File: config.mk
export PLATFORM = sky130hd
export DESIGN_NAME = des_block_packer
export DESIGN_NICKNAME = d
export VERILOG_FILES = /design/src/rtl/des_pkg.sv /design/src/rtl/des_block_fifo.sv /design/src/rtl/des_block_packer.sv
export SDC_FILE = /design/constraint.sdc
export NUM_CORES = 1
export LEC_CHECK = 0
export ABC_AREA = 1
export BUFFER_PORTS_ARGS = -buffer_cell sky130_fd_sc_hd__buf_2
export CAP_MARGIN = 10
export CORE_MARGIN = 1.5
export CORE_UTILIZATION = 45
export CTS_BUF_LIST = sky130_fd_sc_hd__clkbuf_4 sky130_fd_sc_hd__clkbuf_8 sky130_fd_sc_hd__clkbuf_16
export CTS_CLUSTER_SIZE = 28
export DETAILED_ROUTE_END_ITERATION = 10
export PLACE_DENSITY = 0.64
export SLEW_MARGIN = 25
export SYNTH_ARGS = -nofsm -noshare
export SYNTH_HDL_FRONTEND = slang
export SYNTH_SLANG_ARGS = --single-unit
export TNS_END_PERCENT = 5
File: constraint.sdc
create_clock -name clk1 -period 6.4 [get_ports clk1]
set_input_delay 1.92 -clock clk1 [delete_from_list [all_inputs] [get_ports clk1]]
set_output_delay 1.92 -clock clk1 [all_outputs]
set_load 0.05 [all_outputs]
File: src/rtl/des_pkg.sv
// Shared widths and block type for the DES block packer and its FIFO.
package des_pkg;
  localparam int DES_BLOCK_W   = 64;
  localparam int PIPE_WORD_W   = 16;
  localparam int WORDS_PER_BLK = 4;
  localparam int WORD_IDX_W    = $clog2(WORDS_PER_BLK);

  typedef logic [DES_BLOCK_W-1:0] des_block_t;

  // Drops one pipe word into its slot of a block; word 0 occupies the low bits.
  function automatic des_block_t place_word(input des_block_t blk,
                                            input logic [WORD_IDX_W-1:0] idx,
                                            input logic [PIPE_WORD_W-1:0] word);
    des_block_t r;
    r = blk;
    r[idx*PIPE_WORD_W +: PIPE_WORD_W] = word;
    return r;
  endfunction
endpackage

File: src/rtl/des_block_fifo.sv
// First-fall-through block FIFO; a push while full is accepted only if a pop
// happens on the same edge.
module des_block_fifo
  import des_pkg::*;
#(
  parameter int DEPTH = 4
) (
  input  logic                     clk,
  input  logic                     rst_n,
  input  logic                     push,
  input  des_block_t               din,
  input  logic                     pop,
  output des_block_t               dout,
  output logic                     full,
  output logic                     empty,
  output logic [$clog2(DEPTH):0]   level
);
  localparam int AW = $clog2(DEPTH);

  des_block_t      mem [DEPTH];
  logic [AW:0]     wr_ptr_q, rd_ptr_q;
  logic            wr_en, rd_en;

  assign level = wr_ptr_q - rd_ptr_q;
  assign full  = (level == (AW+1)'(DEPTH));
  assign empty = (wr_ptr_q == rd_ptr_q);
  assign rd_en = pop && !empty;
  assign wr_en = push && (!full || rd_en);
  assign dout  = empty ? '0 : mem[rd_ptr_q[AW-1:0]];

  always_ff @(posedge clk) begin
    if (wr_en) mem[wr_ptr_q[AW-1:0]] <= din;
  end

  always_ff @(posedge clk or negedge rst_n) begin
    if (!rst_n) begin
      wr_ptr_q <= '0;
      rd_ptr_q <= '0;
    end else begin
      if (wr_en) wr_ptr_q <= wr_ptr_q + 1'b1;
      if (rd_en) rd_ptr_q <= rd_ptr_q + 1'b1;
    end
  end
endmodule

File: src/rtl/des_block_packer.sv
// Packs 16-bit pipe words into 64-bit DES blocks and queues them for the engine.
// Build option DES_PACKER_PAD_EN: flush zero-fills and pushes a partial block.
module des_block_packer
  import des_pkg::*;
#(
  parameter int DEPTH = 4,
  parameter int CNT_W = 16
) (
  input  logic                     clk1,
  input  logic                     reset_n,
  input  logic                     in_write,
  input  logic [PIPE_WORD_W-1:0]   in_data,
  output logic                     in_ready,
  input  logic                     flush,
  input  logic                     clr_status,
  output logic                     out_valid,
  output logic [DES_BLOCK_W-1:0]   out_data,
  input  logic                     out_ready,
  output logic [$clog2(DEPTH):0]   fifo_level,
  output logic                     overflow,
  output logic [CNT_W-1:0]         blk_count
);
  localparam logic [WORD_IDX_W-1:0] LAST_IDX = WORD_IDX_W'(WORDS_PER_BLK-1);

  logic [WORD_IDX_W-1:0] idx_q, idx_d;
  des_block_t            asm_q, asm_d, blk;
  logic                  push, full, empty, pop_fire, drop, accept;
  logic                  ovf_q;
  logic [CNT_W-1:0]      cnt_q;

  // Assembly register is cleared at every block boundary so a padded flush
  // naturally sees zeros in the unwritten slots.
  always_comb begin
    idx_d = idx_q;
    asm_d = asm_q;
    push  = 1'b0;
    blk   = asm_q;
    if (in_write) begin
      asm_d = place_word(asm_q, idx_q, in_data);
      idx_d = idx_q + 1'b1;
      if (idx_q == LAST_IDX) begin
        push  = 1'b1;
        blk   = asm_d;
        asm_d = '0;
        idx_d = '0;
      end
    end
    if (flush && idx_d != '0) begin
`ifdef DES_PACKER_PAD_EN
      push = 1'b1;
      blk  = asm_d;
`endif
      asm_d = '0;
      idx_d = '0;
    end
  end

  assign pop_fire = out_ready && !empty;
  assign drop     = push && full && !pop_fire;
  assign accept   = push && !drop;

  des_block_fifo #(.DEPTH(DEPTH)) u_fifo (
    .clk   (clk1),
    .rst_n (reset_n),
    .push  (accept),
    .din   (blk),
    .pop   (out_ready),
    .dout  (out_data),
    .full  (full),
    .empty (empty),
    .level (fifo_level)
  );

  always_ff @(posedge clk1 or negedge reset_n) begin
    if (!reset_n) begin
      idx_q <= '0;
      asm_q <= '0;
      ovf_q <= 1'b0;
      cnt_q <= '0;
    end else begin
      idx_q <= idx_d;
      asm_q <= asm_d;
      // A push or drop on the clearing cycle still registers.
      ovf_q <= clr_status ? drop : (ovf_q | drop);
      cnt_q <= (clr_status ? '0 : cnt_q) + CNT_W'(accept);
    end
  end

  assign out_valid = !empty;
  assign in_ready  = !(full && idx_q == LAST_IDX);
  assign overflow  = ovf_q;
  assign blk_count = cnt_q;
endmodule
# Word-level counts from Yosys, hierarchy flattened
# Memory sizes are Yosys's and may differ from the RTL's.
# Index checks and enable logic that the tools add are counted.
[totals]
out_inout_bits = 86
mem_bits_ro = 0
latch_bits = 0
ram_bits = 256
in_bits = 22
elab_cells = 50
reg_bits = 89
memories = 1
[op_classes]
bitwise_logic = 1
eq_ne = 3
order_cmp = 0
multipliers = 0
shifts = 2
n_mux = 16
n_div = 0
n_reduce_logical = 15
add_sub_neg = 6
[mem_list]
columns = ["memory", "depth", "word_bits", "rd", "rd_ports_with_merged_regs", "wr", "line", "source"]
rows = [
  ["u_fifo.mem", 4, 64, 1, 0, 1, "des_block_fifo.sv:20", "des_block_t mem [DEPTH];"],
]
[op_table]
columns = ["cell", "n"]
rows = [
  ["$mux 64", 6],
  ["$bwmux 64", 1],
  ["$shift 16x34->64 const A", 1],
  ["$shiftx 16x34->64", 1],
  ["$neg 6->34", 1],
  ["$add 16x1->16", 1],
  ["$mux 16", 1],
  ["$logic_and 1x1->1", 7],
  ["$add 3x1->3 const B", 2],
  ["$mux 2", 3],
  ["$logic_not 1->1", 5],
  ["$mux 1", 5],
  ["$reduce_bool 2->1", 2],
  ["$eq 3x3->1", 1],
  ["$eq 3x3->1 const B", 1],
  ["$sub 3x3->3", 1],
  ["$add 2x1->2 const B", 1],
  ["$eq 2x2->1 const B", 1],
  ["$logic_or 1x1->1", 1],
  ["$or 1x1->1", 1],
]

# Logic depth before layout (Yosys ltp)
[logic_depth]
ltp_word = 10
ltp_mapped = 17

# Modules after synthesis
# Synthesis repeated with hierarchy kept, for this count alone.
[hier_totals]
cells_unflattened = 1557
area_unflattened_um2 = 15381.0
[modules_own_cells]
columns = ["module", "area_each_um2", "n_inst", "cells_each"]
rows = [
  ["des_block_fifo", 10453.8, 1, 819],
  ["des_block_packer", 4927.2, 1, 738],
]

# Least setup slack after synthesis
# No wires, ideal clock.
[synth_path]
path_kind = "input-to-reg"
start = "in in_write"
end = "mem u_fifo.mem[0][0] (netlist bit), enable pin"
required_time_ps = 5914
path_stages = 5
slack_ps = 839
t_arrival_ps = 5075
path_buffers = 1
path_cell_list = "nand2_1 -> inv_1 -> buf_2 -> nand2_2 -> nor2_1"
[synth_between]
elab_chain_cells = 8
[synth_lines]
columns = ["item", "line", "source"]
rows = [
  ["from (decl)", "des_block_packer.sv:11", "input logic in_write,"],
  ["$mux 1 (*)", "des_block_packer.sv:38", "if (in_write) begin"],
  ["$logic_and 1x1->1 (2 in a row)", "des_block_packer.sv:59", "assign drop = push && full && !pop_fire;"],
  ["$logic_not 1->1", "des_block_packer.sv:60", "assign accept = push && !drop;"],
  ["$logic_and 1x1->1 (*)", "des_block_packer.sv:60", ""],
  ["$logic_and 1x1->1 (*)", "des_block_fifo.sv:28", "assign wr_en = push && (!full || rd_en);"],
  ["$mux 1 (*)", "des_block_fifo.sv:32", "if (wr_en) mem[wr_ptr_q[AW-1:0]] <= din;"],
  ["$mux 1 (not written as such) (*)", "des_block_fifo.sv:32", ""],
  ["to (decl)", "des_block_fifo.sv:20", ""],
]
# Every way passes the cells marked *; elsewhere a longest branch is shown, timed or not.

# Worst setup path after layout
[layout_path]
start = "reg u_fifo.rd_ptr_q[0]"
end = "out out_data[37]"
[layout_between]
elab_chain_cells = 2
elab_cells_between_ends = 3
cone_classes = "1 x eq/ne; 1 x mux; 1 x memory"
[layout_lines]
columns = ["item", "line", "source"]
rows = [
  ["from (decl)", "des_block_fifo.sv:21", "logic [AW:0] wr_ptr_q, rd_ptr_q;"],
  ["from (signal assigned)", "des_block_fifo.sv:41", "if (rd_en) rd_ptr_q <= rd_ptr_q + 1'b1;"],
  ["$mem_v2 4x64 / $eq 3x3->1 (equally long branches)", "--", ""],
  ["$mux 64 (*)", "des_block_fifo.sv:29", "assign dout = empty ? '0 : mem[rd_ptr_q[AW-1:0]];"],
  ["to (decl)", "des_block_packer.sv:17", "output logic [DES_BLOCK_W-1:0] out_data,"],
]
# Marked as above.

==> reports/qor.json <==
{
  "sta": {
    "maxSlewViolCount": 0,
    "rsz0062_at_grt": "false",
    "clock.fmax_ghz": 0.185,
    "fin_tns_setup_ns": 0,
    "timing.max_slew.rel_slack_pct": 30.6,
    "post-route-period-util_pct": 84.6,
    "setup_clock_skew_after_layout_ns": 0.0210,
    "worst_slew_pin_slew_ns": 1.04,
    "setup_viol": 0,
    "final_hold_viol_count": 0,
    "final_period_minus_worst_setup_slack_ns": 5.42
  },
  "placed_design": {
    "post-dp-hpwl_um": 21800,
    "place_inst": 1933,
    "gp_congestion": 0.883,
    "port_buffers": 107
  },
  "pwr": {
    "power_leakage_nw": 6.51,
    "p_seq_share_pct": 30.8,
    "power_frac_comb_pct": 43.4,
    "power.net_switching_mw": 3.65,
    "peakVddDrop_mv": 0.347,
    "sw_frac_of_total_pct": 44.9,
    "clockPowerShare_pct": 25.8,
    "total_power_mw": 8.14,
    "internal_power_mw": 4.48,
    "power_per_cell_area_mw_per_mm2": 473
  },
  "floorplanning": {
    "core_region_area_mm2": 0.0334,
    "die_width_um": 186,
    "rows": 67,
    "ioPinCount": 108,
    "design.die.area_mm2": 0.0348,
    "die_height_um": 186,
    "initial_utilization_pct": 45.4
  },
  "finish": {
    "layout-drive-gt1-share_pct": 14.7,
    "design.final.nets": 1562,
    "antenna_cells": 0,
    "syn2layout_area_growth_pct": 13.6,
    "finish.cell_count_without_fillers": 2000
  },
  "synth": {
    "syn_area_per_cell_um2": 10.4,
    "netlist_area_before_placement_mm2": 0.0152,
    "synth_simple_gate_area_share_pct": 13.6,
    "area_fraction_of_the_dominant_cell_type_after_synthesis_pct": 50.7,
    "yosys_warnings": 0,
    "synth_cell_type_count": 30,
    "synth.largest_area_cell": "sky130_fd_sc_hd__edfxtp_1",
    "synth_compound_gate_area_share_pct": 12.8,
    "synth_fa_ha_area_share_pct": 1.37,
    "synth_area_leaders": "sky130_fd_sc_hd__edfxtp_1 (51%), sky130_fd_sc_hd__dfrtp_1 (15%), sky130_fd_sc_hd__nor2_1 (7.0%), sky130_fd_sc_hd__o21ai_0 (6.4%), sky130_fd_sc_hd__nand2_1 (3.0%)",
    "synth.ff_latch_count": 345,
    "syn_inst": 1453,
    "synth-xor-area-share_pct": 0.751,
    "synth.yosys.seq_area_share_pct": 65.4,
    "synthesis.nets": 1491,
    "dominant_combinational_cell_family_by_area_after_synthesis": "simple AND/OR/NAND/NOR gates",
    "synth.area.mux_share_pct": 0
  },
  "clock_tree": {
    "cts_htree_levels": 2,
    "clock_tree_from_tritoncts": "built",
    "cts_made_buffers": 37,
    "root_buffer_cell": "sky130_fd_sc_hd__clkbuf_16",
    "cts.repair_timing.setup_buffer_count": 0,
    "clock-sinks": 345,
    "cts.path.max_buffers": 3,
    "worst_setup_hold_path_clk_slew_ns": 0.06,
    "cts_repair_resize_count": 0,
    "cts_hold_buf": 0,
    "insertion_delay_ns": 0.52
  },
  "setup_path": {
    "crit_path_launch_type": "flop",
    "critical_path_peak_fanout": 68,
    "cp_data_arrival_time_ns": 3.50,
    "criticalPathCategory": "flop to output pin",
    "critical_path.endpoint_type": "output pin",
    "worst_ep_required_time_ns": 4.48
  },
  "global_route": {
    "grtUsageTotal_pct": 20.7,
    "grt_max_degree": 69,
    "initial_antenna_violation_count": 1,
    "global_route.overflow_total": 0,
    "vias_in_the_first_global_route": 10159,
    "grt_pass1_wl_um": 56900
  },
  "routing": {
    "drc_errors": 0,
    "drtIter0Drc": 926,
    "wl_um": 35900,
    "vias_per_cell": 5.29,
    "detail_route.first_pass.iterations": 8,
    "via_count_of_the_routed_design": 10583,
    "detail_route.wl_per_cell_um": 18.0,
    "antenna_nets_post_route": 0
  },
  "run_status": {
    "outcome": "completed"
  },
  "worst_hold_path": {
    "hp-class": "flop to flop"
  },
  "job": {
    "maxCapViolCount": 0
  }
}
cell families after synthesis:
logic type,count (synthesis)
AND/OR/NAND/NOR,506
AO/OA/AOI/OAI,357
flip-flops,345
buffers and inverters,216
adder cells (fa/ha/maj),16
XOR/XNOR,13
cell usage after synthesis:
cell and instances:
sky130_fd_sc_hd__a21oi_1 67, sky130_fd_sc_hd__and3_1 1, sky130_fd_sc_hd__buf_1 12, sky130_fd_sc_hd__buf_2 42
sky130_fd_sc_hd__buf_4 2, sky130_fd_sc_hd__buf_6 6, sky130_fd_sc_hd__clkbuf_1 31, sky130_fd_sc_hd__clkbuf_2 1
sky130_fd_sc_hd__dfrtp_1 89, sky130_fd_sc_hd__edfxtp_1 256, sky130_fd_sc_hd__fa_1 1, sky130_fd_sc_hd__ha_1 15
sky130_fd_sc_hd__inv_1 116, sky130_fd_sc_hd__inv_2 6, sky130_fd_sc_hd__nand2_1 120, sky130_fd_sc_hd__nand2_2 5
sky130_fd_sc_hd__nand3_1 71, sky130_fd_sc_hd__nand3_2 2, sky130_fd_sc_hd__nand3b_1 1, sky130_fd_sc_hd__nand4_1 2
sky130_fd_sc_hd__nor2_1 284, sky130_fd_sc_hd__nor2_2 2, sky130_fd_sc_hd__nor3_1 17, sky130_fd_sc_hd__nor3_2 1
sky130_fd_sc_hd__o21ai_0 195, sky130_fd_sc_hd__o21ai_1 11, sky130_fd_sc_hd__o21ai_2 20, sky130_fd_sc_hd__o22ai_1 64
sky130_fd_sc_hd__xnor2_1 2, sky130_fd_sc_hd__xor2_1 11
final timing paths:
check                                               startpoint                      end  slack, ns  cells past startpoint
min in group asynchronous                              reset_n  blk_count[15]$_DFF_PN0_       1.45                      1
worst max-delay path            u_fifo.rd_ptr_q[0]$_DFFE_PN0P_             out_data[37]       0.98                      6
worst max register to register  u_fifo.rd_ptr_q[1]$_DFFE_PN0P_  blk_count[12]$_DFF_PN0_       2.86                     14
worst min register to register              overflow$_DFF_PN0_       overflow$_DFF_PN0_       0.50                      2
max in group asynchronous                              reset_n    asm_q[14]$_DFFE_PN0P_       3.95                      2
worst min-delay path                        overflow$_DFF_PN0_       overflow$_DFF_PN0_       0.50                      2
worst max-delay path: stages, from the launching register on:
cell	delay (ns)
sky130_fd_sc_hd__dfrtp_4	0.41
sky130_fd_sc_hd__buf_4	0.56
sky130_fd_sc_hd__clkinv_2	0.84
sky130_fd_sc_hd__buf_12	0.45
sky130_fd_sc_hd__o21ai_0	0.24
sky130_fd_sc_hd__a21oi_1	0.11
sky130_fd_sc_hd__buf_2	0.26
cells in the final DEF, fill, tap and decap left out, types with 5 or more instances in the layout:
master,n
sky130_fd_sc_hd__nor2_1,279
sky130_fd_sc_hd__o21ai_2,20
sky130_fd_sc_hd__ha_1,15
sky130_fd_sc_hd__o21ai_1,11
sky130_fd_sc_hd__nand2_1,120
sky130_fd_sc_hd__a21oi_1,67
sky130_fd_sc_hd__inv_2,5
sky130_fd_sc_hd__buf_2,106
sky130_fd_sc_hd__nor3_1,17
sky130_fd_sc_hd__nand3_1,71
sky130_fd_sc_hd__inv_1,114
sky130_fd_sc_hd__edfxtp_1,256
sky130_fd_sc_hd__xor2_1,11
sky130_fd_sc_hd__buf_4,17
sky130_fd_sc_hd__clkbuf_16,37
sky130_fd_sc_hd__clkinv_1,10
sky130_fd_sc_hd__clkbuf_4,5
sky130_fd_sc_hd__o22ai_1,64
sky130_fd_sc_hd__o21ai_0,195
sky130_fd_sc_hd__nand2_2,5
sky130_fd_sc_hd__clkinv_2,9
sky130_fd_sc_hd__dfrtp_1,87
metal layers:
| metal | GRT usage, % | share of wire, % | vias to the layer above |
|---|---|---|---|
| li1 | - | - | 5131 |
| met1 | 28.7 | 44 | 5126 |
| met2 | 33.8 | 49 | 259 |
| met3 | 3.50 | 5.4 | 65 |
| met4 | 5.96 | 2.3 | 2 |
| met5 | 0 | 0.036 | - |
metrics by stage:
stage	utilization [%]	hold slack [ns]	setup slack [ns]	area (um2)
CTS	51.6	0.503	1.19	17200
detailed placement	48.0	0.479	1.76	16000
global placement	47.9	0.475	1.81	16000
floorplan	-	0.484	0.839	15200
global route	51.6	0.529	0.678	17200
finish	51.6	0.495	0.983	17200
layout make-up:
cell class	count	area, um2
clock buffers	43	977
clock inverters	24	220
fillers	2996	16200
inverters	122	462
multi-input cells	892	4350
flip-flops and latches	345	9920
well taps	448	561
repair buffers	126	718
power groups by stage:
stage               registers, mW  clock network [mW]  logic (mW)
floorplan                    2.55                   0        2.71
global placement             2.55                   0        3.54
detailed placement           2.55                   0        3.57
CTS                          2.50                2.13        3.58
global route                 2.51                2.23        3.81
finish                       2.50                2.10        3.53
registers in the layout, summed over array words and instances, names as in the netlist:
| register | count |
|---|---|
| u_fifo.wr_ptr_q | 3 |
| u_fifo.mem | 256 |
| idx_q | 2 |
| asm_q | 64 |
| blk_count | 16 |
| u_fifo.rd_ptr_q | 3 |
| overflow | 1 |
No activity file was read; power rests on OpenSTA's default activity.
